$ cat src/rtl/line_shift_window.sv
// Streaming KxK x CH window generator over raster-order, channel-interleaved pixels.
// Optional LINE_SHIFT_STRIDE2_EN: emit only windows at even row/column offsets.
module line_shift_window #(
    parameter int DATA_W = 8,
    parameter int IMG_W  = 8,
    parameter int IMG_H  = 8,
    parameter int K      = 3,
    parameter int CH     = 1
) (
    input  logic                         clk,
    input  logic                         rst,
    input  logic                         in_valid,
    input  logic                         in_sof,
    input  logic [DATA_W-1:0]            in_data,
    output logic                         win_valid,
    output logic [K*K*CH*DATA_W-1:0]     win_data,
    output logic                         frame_done
);

    localparam int LINE_LEN = IMG_W * CH;
    localparam int MEM_LEN  = (K - 1) * LINE_LEN;
    localparam int CW       = (CH > 1) ? $clog2(CH) : 1;
    localparam int XW       = $clog2(IMG_W);
    localparam int YW       = $clog2(IMG_H);

    localparam logic [CW-1:0] CH_LAST   = CW'(CH - 1);
    localparam logic [XW-1:0] COL_LAST  = XW'(IMG_W - 1);
    localparam logic [YW-1:0] ROW_LAST  = YW'(IMG_H - 1);
    localparam logic [XW-1:0] COL_FIRST = XW'(K - 1);
    localparam logic [YW-1:0] ROW_FIRST = YW'(K - 1);

    logic [CW-1:0]   ch_cnt,  ch_cur;
    logic [XW-1:0]   col_cnt, col_cur;
    logic [YW-1:0]   row_cnt, row_cur;
    logic            stride_ok, trig_p0, last_p0;

    logic [DATA_W-1:0] line_mem [MEM_LEN];
    logic [DATA_W-1:0] win_reg  [K][K][CH];
    logic [DATA_W-1:0] win_nxt  [K][K][CH];
    logic [DATA_W-1:0] slice    [K];
    logic [K*K*CH*DATA_W-1:0] win_flat;

    // A qualified sof restarts the position at (0,0,0) for this very sample.
    always_comb begin
        ch_cur  = in_sof ? '0 : ch_cnt;
        col_cur = in_sof ? '0 : col_cnt;
        row_cur = in_sof ? '0 : row_cnt;
    end

`ifdef LINE_SHIFT_STRIDE2_EN
    assign stride_ok = (row_cur[0] == ROW_FIRST[0]) && (col_cur[0] == COL_FIRST[0]);
`else
    assign stride_ok = 1'b1;
`endif

    assign trig_p0 = (ch_cur == CH_LAST) && (row_cur >= ROW_FIRST) &&
                     (col_cur >= COL_FIRST) && stride_ok;
    assign last_p0 = !in_sof && (ch_cnt == CH_LAST) && (col_cnt == COL_LAST) &&
                     (row_cnt == ROW_LAST);

    // Vertical slice: tap j lines back sits at the end of the j-th line segment.
    always_comb begin
        for (int r = 0; r < K - 1; r++) begin
            slice[r] = line_mem[(K - 1 - r) * LINE_LEN - 1];
        end
        slice[K-1] = in_data;
    end

    always_comb begin
        win_nxt  = win_reg;
        win_flat = '0;
        for (int ch = 0; ch < CH; ch++) begin
            if (CW'(ch) == ch_cur) begin
                for (int r = 0; r < K; r++) begin
                    for (int c = 0; c < K - 1; c++) begin
                        win_nxt[r][c][ch] = win_reg[r][c+1][ch];
                    end
                    win_nxt[r][K-1][ch] = slice[r];
                end
            end
        end
        for (int r = 0; r < K; r++) begin
            for (int c = 0; c < K; c++) begin
                for (int ch = 0; ch < CH; ch++) begin
                    win_flat[((r*K + c)*CH + ch)*DATA_W +: DATA_W] = win_nxt[r][c][ch];
                end
            end
        end
    end

    // Stage p0 -> p1: position counters and registered window outputs.
    always_ff @(posedge clk) begin
        if (rst) begin
            ch_cnt     <= '0;
            col_cnt    <= '0;
            row_cnt    <= '0;
            win_valid  <= 1'b0;
            frame_done <= 1'b0;
            win_data   <= '0;
        end else begin
            win_valid  <= in_valid && trig_p0;
            frame_done <= in_valid && last_p0;
            if (in_valid) begin
                if (trig_p0) begin
                    win_data <= win_flat;
                end
                if (ch_cur == CH_LAST) begin
                    ch_cnt <= '0;
                    if (col_cur == COL_LAST) begin
                        col_cnt <= '0;
                        row_cnt <= (row_cur == ROW_LAST) ? '0 : row_cur + YW'(1);
                    end else begin
                        col_cnt <= col_cur + XW'(1);
                        row_cnt <= row_cur;
                    end
                end else begin
                    ch_cnt  <= ch_cur + CW'(1);
                    col_cnt <= col_cur;
                    row_cnt <= row_cur;
                end
            end
        end
    end

    // Line and window storage are deliberately never cleared.
    always_ff @(posedge clk) begin
        if (in_valid && !rst) begin
            line_mem[0] <= in_data;
            for (int i = 1; i < MEM_LEN; i++) begin
                line_mem[i] <= line_mem[i-1];
            end
            win_reg <= win_nxt;
        end
    end

endmodule

$ cat config.mk
export PLATFORM = sky130hd
export DESIGN_NAME = line_shift_window
export DESIGN_NICKNAME = d
export VERILOG_FILES = /design/src/rtl/line_shift_window.sv
export SDC_FILE = /design/constraint.sdc
export NUM_CORES = 1
export LEC_CHECK = 0
export ABC_AREA = 1
export CORE_MARGIN = 3
export CORE_UTILIZATION = 50
export CTS_CLUSTER_SIZE = 28
export DETAILED_ROUTE_END_ITERATION = 10
export HOLD_SLACK_MARGIN = 0.05
export PLACE_DENSITY = 0.71
export SLEW_MARGIN = 20
export SYNTH_ARGS = -nofsm -noshare
export SYNTH_HDL_FRONTEND = slang
export SYNTH_SLANG_ARGS = --single-unit
export TNS_END_PERCENT = 10
$ cat constraint.sdc
create_clock -name clk -period 9.7 [get_ports clk]
set_clock_uncertainty 0.15 [all_clocks]
set_input_delay 1.455 -clock clk [delete_from_list [all_inputs] [get_ports clk]]
set_output_delay 1.455 -clock clk [all_outputs]
set_load 0.1 [all_outputs]
### After elaboration in Yosys (flattened, before gate mapping)

Memories as Yosys holds them, arrays and structs flattened.
Index checks and enable logic that the tools add are counted.

* add/subtract/negate cells: 3
* magnitude comparators: 2
* equal/unequal tests: 4
* multiplexer cells: 12
* bitwise logic cells: 2
* reductions and logical operators: 11

Operator list (number)
* $mux 72: 1
* $mux 3: 7
* $eq 3x3->1 const B: 4
* $logic_and 1x1->1: 8
* $add 3x1->3 const B: 2
* $ge 3x2->1 const B: 2
* $mux 1: 4
* $logic_not 1->1: 2
* $not 1->1: 2
* $reduce_and 2->1: 1
* $add 1x1->1 const B: 1

* bits in registers: 153
* bits in writable memories: 128
* output and inout port bits: 74
* word-level logic and storage cells: 50
* memories: 1

Memory list
* line_mem: depth 16, bits a word 8, rd ports 16, clocked after Yosys merged registers in 0, write ports 16, line 37 `logic [DATA_W-1:0] line_mem [MEM_LEN];`

### Depth between registers and ports, before layout

Gate-level depths: netlist (run 1).

* depth in word-level cells: 5
* gate-level depth with buffers: 11

### Worst setup path before layout (run 1)

OpenSTA, ideal clock, no wires.

* path kind: input -> register
* start: input port in_valid
* end: memory line_mem[1][7], in the netlist line_mem[0][15], enable pin
* arrival time: 7.738 ns
* data required time: 8.900 ns
* slack: 1.162 ns
* cell stages on the path: 3
* path buffers: 1
* cell sequence: buf_2 > inv_1 > nor2_1

RTL lines
* from (decl): line 12 `input logic in_valid,`
* to (decl): line 37

### Worst setup path in the final report (run 1)

* start: input port in_valid
* end: register win_reg[61] (netlist bit), enable pin

* word-level cells in the longest chain between the ends: 1

Ends and longest elaborated chain
* $logic_and 1x1->1: line 127 `if (in_valid && !rst) begin`
* to (signal assigned): line 132 `win_reg <= win_nxt;`
* to (decl): line 38 `logic [DATA_W-1:0] win_reg [K][K][CH];`

Every way passes these cells.
A chain may end at the register's enable or synchronous reset.

==> results of run 1 <==
==> synthesized netlist by cell type (2+ instances only) <==
| cell | count |
|---|---|
| inv_1 | 223 |
| nand2_1 | 156 |
| edfxtp_1 | 144 |
| dfxtp_1 | 80 |
| nor2_1 | 76 |
| nand4_1 | 72 |
| clkbuf_1 | 14 |
| buf_2 | 11 |
| o21ai_0 | 8 |
| buf_6 | 7 |
| buf_1 | 6 |
| ha_1 | 5 |
| inv_2 | 5 |
| a21oi_1 | 3 |
| nor3_1 | 3 |
| nand3_1 | 2 |
==> cells by family after synthesis <==
family,share of synthesized area
AO/OA/AOI/OAI,0.00648
buffers and inverters,0.126
adder cells (fa/ha/maj),0.00736
flip-flops,0.697
AND/OR/NAND/NOR,0.163
==> worst min path at each step <==
stage	from	end
global placement	line_mem[1][51]$_DFFE_PP_	line_mem[1][59]$_DFFE_PP_
floorplan	win_reg[16]$_DFFE_PP_	line_mem[0][24]$_DFFE_PP_
CTS	line_mem[1][35]$_DFFE_PP_	line_mem[1][43]$_DFFE_PP_
detailed placement	win_reg[20]$_DFFE_PP_	line_mem[0][28]$_DFFE_PP_
global route	line_mem[1][49]$_DFFE_PP_	line_mem[1][57]$_DFFE_PP_
finish	line_mem[1][49]$_DFFE_PP_	line_mem[1][57]$_DFFE_PP_
==> stage by stage <==
step | total power (W) | std cells | utilization | area [sq um]
6_report | 0.00201 | 1135 | 0.619 | 10300
3_5_place_dp | 0.00113 | 1091 | 0.570 | 9450
3_3_place_gp | 0.00112 | 1091 | 0.570 | 9450
2_1_floorplan | 0.00111 | 819 | - | 8500
5_1_grt | 0.00208 | 1135 | 0.619 | 10300
4_1_cts | 0.00203 | 1135 | 0.619 | 10300
==> area by class of cell <==
cell class              count  area, sq um  area share
clock buffers              31          679      0.0662
clock inverters            13          128      0.0124
inverters                 228          856      0.0834
multi-input cells         328         1510       0.147
flip-flops and latches    224         5930       0.577
well taps                 220          275      0.0268
repair buffers             91          891      0.0868
==> power by group <==
part           internal, W  switching, W  leakage (nW)
Combinational    0.0000120     0.0000426          1.89
Sequential         0.00104    0.00000994          2.00
Clock             0.000550      0.000355         0.383
Total              0.00160      0.000407          4.27
==> cells in the final DEF (no fill, tap or decap), types with 6 or more instances in the layout <==
master | netlist | routed
buf_4 | 1 | 6
clkbuf_16 | 0 | 26
clkdlybuf4s50_1 | 0 | 84
dfxtp_1 | 80 | 80
edfxtp_1 | 144 | 144
inv_1 | 223 | 223
nand2_1 | 156 | 156
nand4_1 | 72 | 72
nor2_1 | 76 | 75
o21ai_0 | 8 | 8
==> critical path, delay by kind of cell <==
family	cells	cell delay, ps
buffers and inverters	5	2500
and+or+nand+nor	1	130
==> metal layers <==
metal	share of wire	vias up
met2	0.45	129
met5	0.00047	-
met3	0.065	20
met1	0.47	2404
li1	-	2686
met4	0.013	2
==> parameters.txt, run 1 <==
Parameter                              Value

Power and ir drop
  Power density cells    196 nW/um^2
  Peak VDD IR    approximately 0.15 mV
  Leakage Power    between 4 and 5 nW

Route
  Detailed router's first-iteration violation count    378
  DRC violation count after routing    0
  Post-DR vias/cell    4.62
  Vias post-DR    about 5,200
  Number of optimization iterations in the first detailed-route pass    5
  Average routed wire per standard cell    13.0 um
  Drt total wl    14,800 um
  ANT nets after route    0

GRT
  Gr usage total    0.159
  GR met3 Demand/Resource    0.0377
  Vias in the first global route    roughly 4,700
  Peak-usage layer in the global routing report    met2
  Routing usage on met2    0.241
  Fraction of met1 tracks used by global routing    0.233
  Initial antenna violation count    1
  Wire length of the first global-routing pass    about 24,000 um
  Overall overflow remaining after global route    0
  Pin count of the biggest net entering global routing    85

Floorplanning
  Die boundary width    136 um
  Number of core rows    between 40 and 50
  Die height    around 140 um
  CORE AREA    about 17,000 sq um
  Boundary pin count    86
  Area enclosed by the die boundary    ~19,000 sq um
  Effective utilization at floorplan    0.512

CTS
  Clock Latency Late Sink    roughly 500 ps
  Largest buffer count on any clock path    3
  Clock buffer count from CTS    24
  Resize count post-CTS    0
  Clock tree from TritonCTS    built
  Count of H-tree levels built during CTS    1
  Count of hold-fix buffers inserted at cts    0
  Clk sink count    ~220
  Number of setup buffers added after CTS    0
  Clock Pin Slew Worst Setup and Hold Paths    60 ps
  Cell chosen for the clock root    clkbuf_16

Timing
  Post-route clock period utilization    0.438
  Hold violation total from the final report    0
  Final period demand of the worst path    ~4200 ps
  Pin slew with the least headroom to its limit    about 1000 ps
  Setup violators final    0
  Upper clock frequency limit    approximately 0.24 GHz
  Worst slew margin relative to its limit    0.323
  Setup repair after global routing missed its margin    no
  Final setup TNS    0 ps
  Max-slew violation count    0
  WHS    between 200 and 300 ps
  Least setup slack across all paths after layout    5450 ps

Yosys
  Part of the Yosys area used for sequential elements    0.697
  Area of the mapped netlist    around 8500 sq um
  Number of storage elements in the synthesis netlist    between 200 and 250
  Post-synth net total    roughly 840
  Leading cell types by total area after synthesis    edfxtp_1 (51%), dfxtp_1 (19%), inv_1 (9.9%)
  Ys flop type    edfxtp_1
  Fraction of synthesized cell area taken by the top area cell type    0.509
  Post-synthesis async set-or-reset flop share    0
  Number of distinct library cells after synthesis    20
  Library cell with the largest summed area after synthesis    edfxtp_1
  Synthesized netlist cell count    a little over 800
  EDFF count, synth    ~140
  Yosys warning total    0
  Per-instance average area after synthesis    about 10 sq um

Min path
  Hold crit path type    flop to flop
  Count of cells along the worst hold path    0

Critical path
  Endpoint kind of the worst setup timing path    flop
  Endpoint arrival time on the critical path    approximately 4200 ps
  Endpoint of the worst setup timing path    win_reg[61]$_DFFE_PP_
  CP max stage cell    buf_4
  CP required    ~9700 ps
  Worst Reg-to-Reg Cells    10
  Maximum net fanout on the critical path    84
  Critical Path Start    in_valid
  Dominant cell type by count on the critical path    buf_4
  Source of the worst register-to-register timing path    col_cnt[1]$_SDFFE_PP0P_
  Worst stage delay on the critical path    900 ps
  Slack of the worst reg-to-reg path    slightly below 7000 ps
  Cells traversed along the worst timing path    buf_2, buf_4, inv_1, nor2_4, buf_4, buf_4
  Nature of the critical path startpoint    primary input
  Worst reg2reg path endpoint    win_data[22]$_SDFFE_PP0P_
  Crit Path Class    primary input to flop

Placement
  GP Congestion    between 0.7 and 0.8
  Final HPWL DP    roughly 8300 um
  Port Buffers    85
  Worst slack, placed    between 4000 and 5000 ps

Final layout
  Ratio of cells with drive above 1 in the final layout    0.0590
  Nets    slightly above 900
  Layout overhead on the synthesized area    20.8%
  Max reg flops    86
  Antenna cell count    0
  Fillers    approximately 1,300

Status
  Outcome    completed

Flow run
  Max Cap Violations    0
No activity file was read; power rests on OpenSTA's default activity.
==> inputs of run 2 (changes only) <==
- clock period: 9.7 -> 4.17 ns (I/O delays scaled with it)
==> run 2 against run 1 <==
  * Sequential share of layout area is 0.38 points higher
  * Design area is 0.65% lower
  * Largest cell class unchanged
  * Clock power is 110% higher
==> parameters.txt, run 2 (same netlist as run 1, synthesis figures left out) <==
Parameter                              Value

Final layout
  Count of placed standard cells in the final layout, fillers left out    1,135 (unchanged)
  Max reg flops    86 (unchanged)
  Leading cell type in the layout, fill and taps excluded    inv_1 (unchanged)
  Nets    915 (was 914)
  Layout overhead on the synthesized area    20.0% (was 20.8%)
  Commonest non-fill, non-tap cells in the layout    inv_1 (223), nand2_1 (156), edfxtp_1 (144) (unchanged)
  Fillers    1,339 (was 1,346)
  Antenna cell count    0 (unchanged)
  Ratio of cells with drive above 1 in the final layout    0.0546 (was 0.0590)
  Fraction of the core area covered by cells at the end of the flow    0.615 (was 0.619)

Timing
  Setup violators final    0 (unchanged)
  Post-route clock period utilization    0.671
  Worst slew margin relative to its limit    0.302 (was 0.323)
  Final setup TNS    0 ps (unchanged)
  Setup repair after global routing missed its margin    no (unchanged)
  Upper clock frequency limit    approximately 0.36 GHz
  Final period demand of the worst path    between 2000 and 3000 ps
  WHS    267 ps (was 265 ps)
  Pin slew with the least headroom to its limit    1040 ps (was 1010 ps)
  Hold violation total from the final report    0 (unchanged)
  Max-slew violation count    0 (unchanged)

GRT
  Pin count of the biggest net entering global routing    81 (was 85)
  Fraction of met1 tracks used by global routing    0.235 (was 0.233)
  Initial antenna violation count    0 (was 1)
  Wire length of the first global-routing pass    24,400 um (was 23,600 um)
  Vias in the first global route    4,827 (was 4,722)
  Peak-usage layer in the global routing report    met2 (unchanged)
  Gr usage total    0.165 (was 0.159)
  Overall overflow remaining after global route    0 (unchanged)
  Routing usage on met2    0.262 (was 0.241)
  GR met3 Demand/Resource    0.0340 (was 0.0377)

Critical path
  Worst Reg-to-Reg Cells    8 (was 10)
  CP required    3390 ps (was 9660 ps)
  CP max stage cell    clkdlybuf4s50_1 (was buf_4)
  Endpoint of the worst setup timing path    win_data[37] (was win_reg[61]$_DFFE_PP_)
  Source of the worst register-to-register timing path    row_cnt[1]$_SDFFE_PP0P_ (was col_cnt[1]$_SDFFE_PP0P_)
  Logic depth of the worst setup path including buffers    1 (was 6)
  Worst Path Buf+Inv    1 (was 5)
  Endpoint kind of the worst setup timing path    output pin (was flop)
  Endpoint arrival time on the critical path    2020 ps (was 4210 ps)
  Critical Path Start    win_data[37]$_SDFFE_PP0P_ (was in_valid)
  Worst reg2reg path endpoint    win_data[22]$_SDFFE_PP0P_ (unchanged)
  Cells traversed along the worst timing path    clkdlybuf4s50_1 (was buf_2, buf_4, inv_1, nor2_4, buf_4, buf_4)
  Crit Path Class    flop to output pin (was primary input to flop)
  Slack of the worst reg-to-reg path    2010 ps (was 6820 ps)
  Family with the most delay on the worst path    buffers and inverters (unchanged)
  Worst stage delay on the critical path    1190 ps (was 900 ps)
  Nature of the critical path startpoint    flop (was primary input)
  Maximum net fanout on the critical path    2 (was 84)

CTS
  Count of H-tree levels built during CTS    1 (unchanged)
  Cell chosen for the clock root    clkbuf_16 (unchanged)
  Clock buffer count from CTS    23 (was 24)
  Count of hold-fix buffers inserted at cts    0 (unchanged)
  Clock Latency Late Sink    500 ps (about the same)
  Clock Pin Slew Worst Setup and Hold Paths    60 ps (about the same)
  Number of setup buffers added after CTS    0 (unchanged)
  Resize count post-CTS    0 (unchanged)
  Clk sink count    224 (unchanged)
  Largest buffer count on any clock path    3 (unchanged)
  Clock tree from TritonCTS    built (unchanged)

Route
  Drt total wl    15,000 um (was 14,800 um)
  Vias post-DR    5,237 (was 5,241)
  Detailed router's first-iteration violation count    413 (was 378)
  DRC violation count after routing    0 (unchanged)
  ANT nets after route    0 (unchanged)
  Average routed wire per standard cell    13.2 um (was 13.0 um)
  Post-DR vias/cell    4.61 (was 4.62)
  Number of optimization iterations in the first detailed-route pass    4 (was 5)

Status
  Outcome    completed (unchanged)

Min path
  Count of cells along the worst hold path    0 (unchanged)
  Hold crit path type    flop to flop (unchanged)

Floorplanning
  Area enclosed by the die boundary    18,600 sq um (unchanged)
  CORE AREA    16,600 sq um (unchanged)
  Boundary pin count    86 (unchanged)
  Die height    136 um (unchanged)
  Number of core rows    47 (unchanged)
  Die boundary width    136 um (unchanged)
  Effective utilization at floorplan    0.512 (unchanged)

Power and ir drop
  Final total power    0.00446 W (was 0.00201 W)
  Leakage Power    4.25 nW (was 4.27 nW)
  Peak VDD IR    0.286 mV (was 0.153 mV)
  Power density cells    438 nW/um^2 (was 196 nW/um^2)

Placement
  GP Congestion    0.747 (was 0.748)
  Final HPWL DP    8720 um (was 8260 um)
  Number of instances in the placed design    1,093 (was 1,091)
  Port Buffers    85 (unchanged)

Flow run
  Max Cap Violations    0 (unchanged)
run 2: metrics by stage:
step                      setup slack [ps]  instance area (sq um)
after floorplan                        546                   8500
after global placement                1260                   9490
after detailed placement              1180                   9490
after CTS                             1340                  10200
after global routing                  1320                  10200
final                                 1370                  10200
run 2: worst min path at each step:
stage                              start                         to  slack (ps)
2_1_floorplan      win_reg[16]$_DFFE_PP_  line_mem[0][24]$_DFFE_PP_         250
3_3_place_gp       win_reg[41]$_DFFE_PP_  line_mem[1][25]$_DFFE_PP_         250
3_5_place_dp   line_mem[1][32]$_DFFE_PP_  line_mem[1][40]$_DFFE_PP_         250
4_1_cts            win_reg[19]$_DFFE_PP_  line_mem[0][27]$_DFFE_PP_         270
5_1_grt            win_reg[46]$_DFFE_PP_  line_mem[1][30]$_DFFE_PP_         270
6_report       line_mem[1][55]$_DFFE_PP_  line_mem[1][63]$_DFFE_PP_         270
run 2: power breakdown:
part,internal (W),switching (W),leakage (nW)
combinational,0.0000320,0.0000995,1.91
sequential,0.00242,0.0000235,2.00
clock,0.00109,0.000797,0.344
run 2: area by class of cell:
type	instances	area (sq um)	share of cell area
repair buffers	93	931	0.0913
clock buffers	34	657	0.0644
well taps	220	275	0.0270
flip-flops and latches	224	5930	0.581
inverters	228	856	0.0839
multi-input cells	328	1510	0.148
clock inverters	8	43.8	0.00430
run 2: metal layers:
metal  vias to the layer above  share of wire
met1                      2414           0.46
met2                       109           0.47
li1                       2693              -
met3                        21          0.055
met5                         -              0
met4                         0          0.017
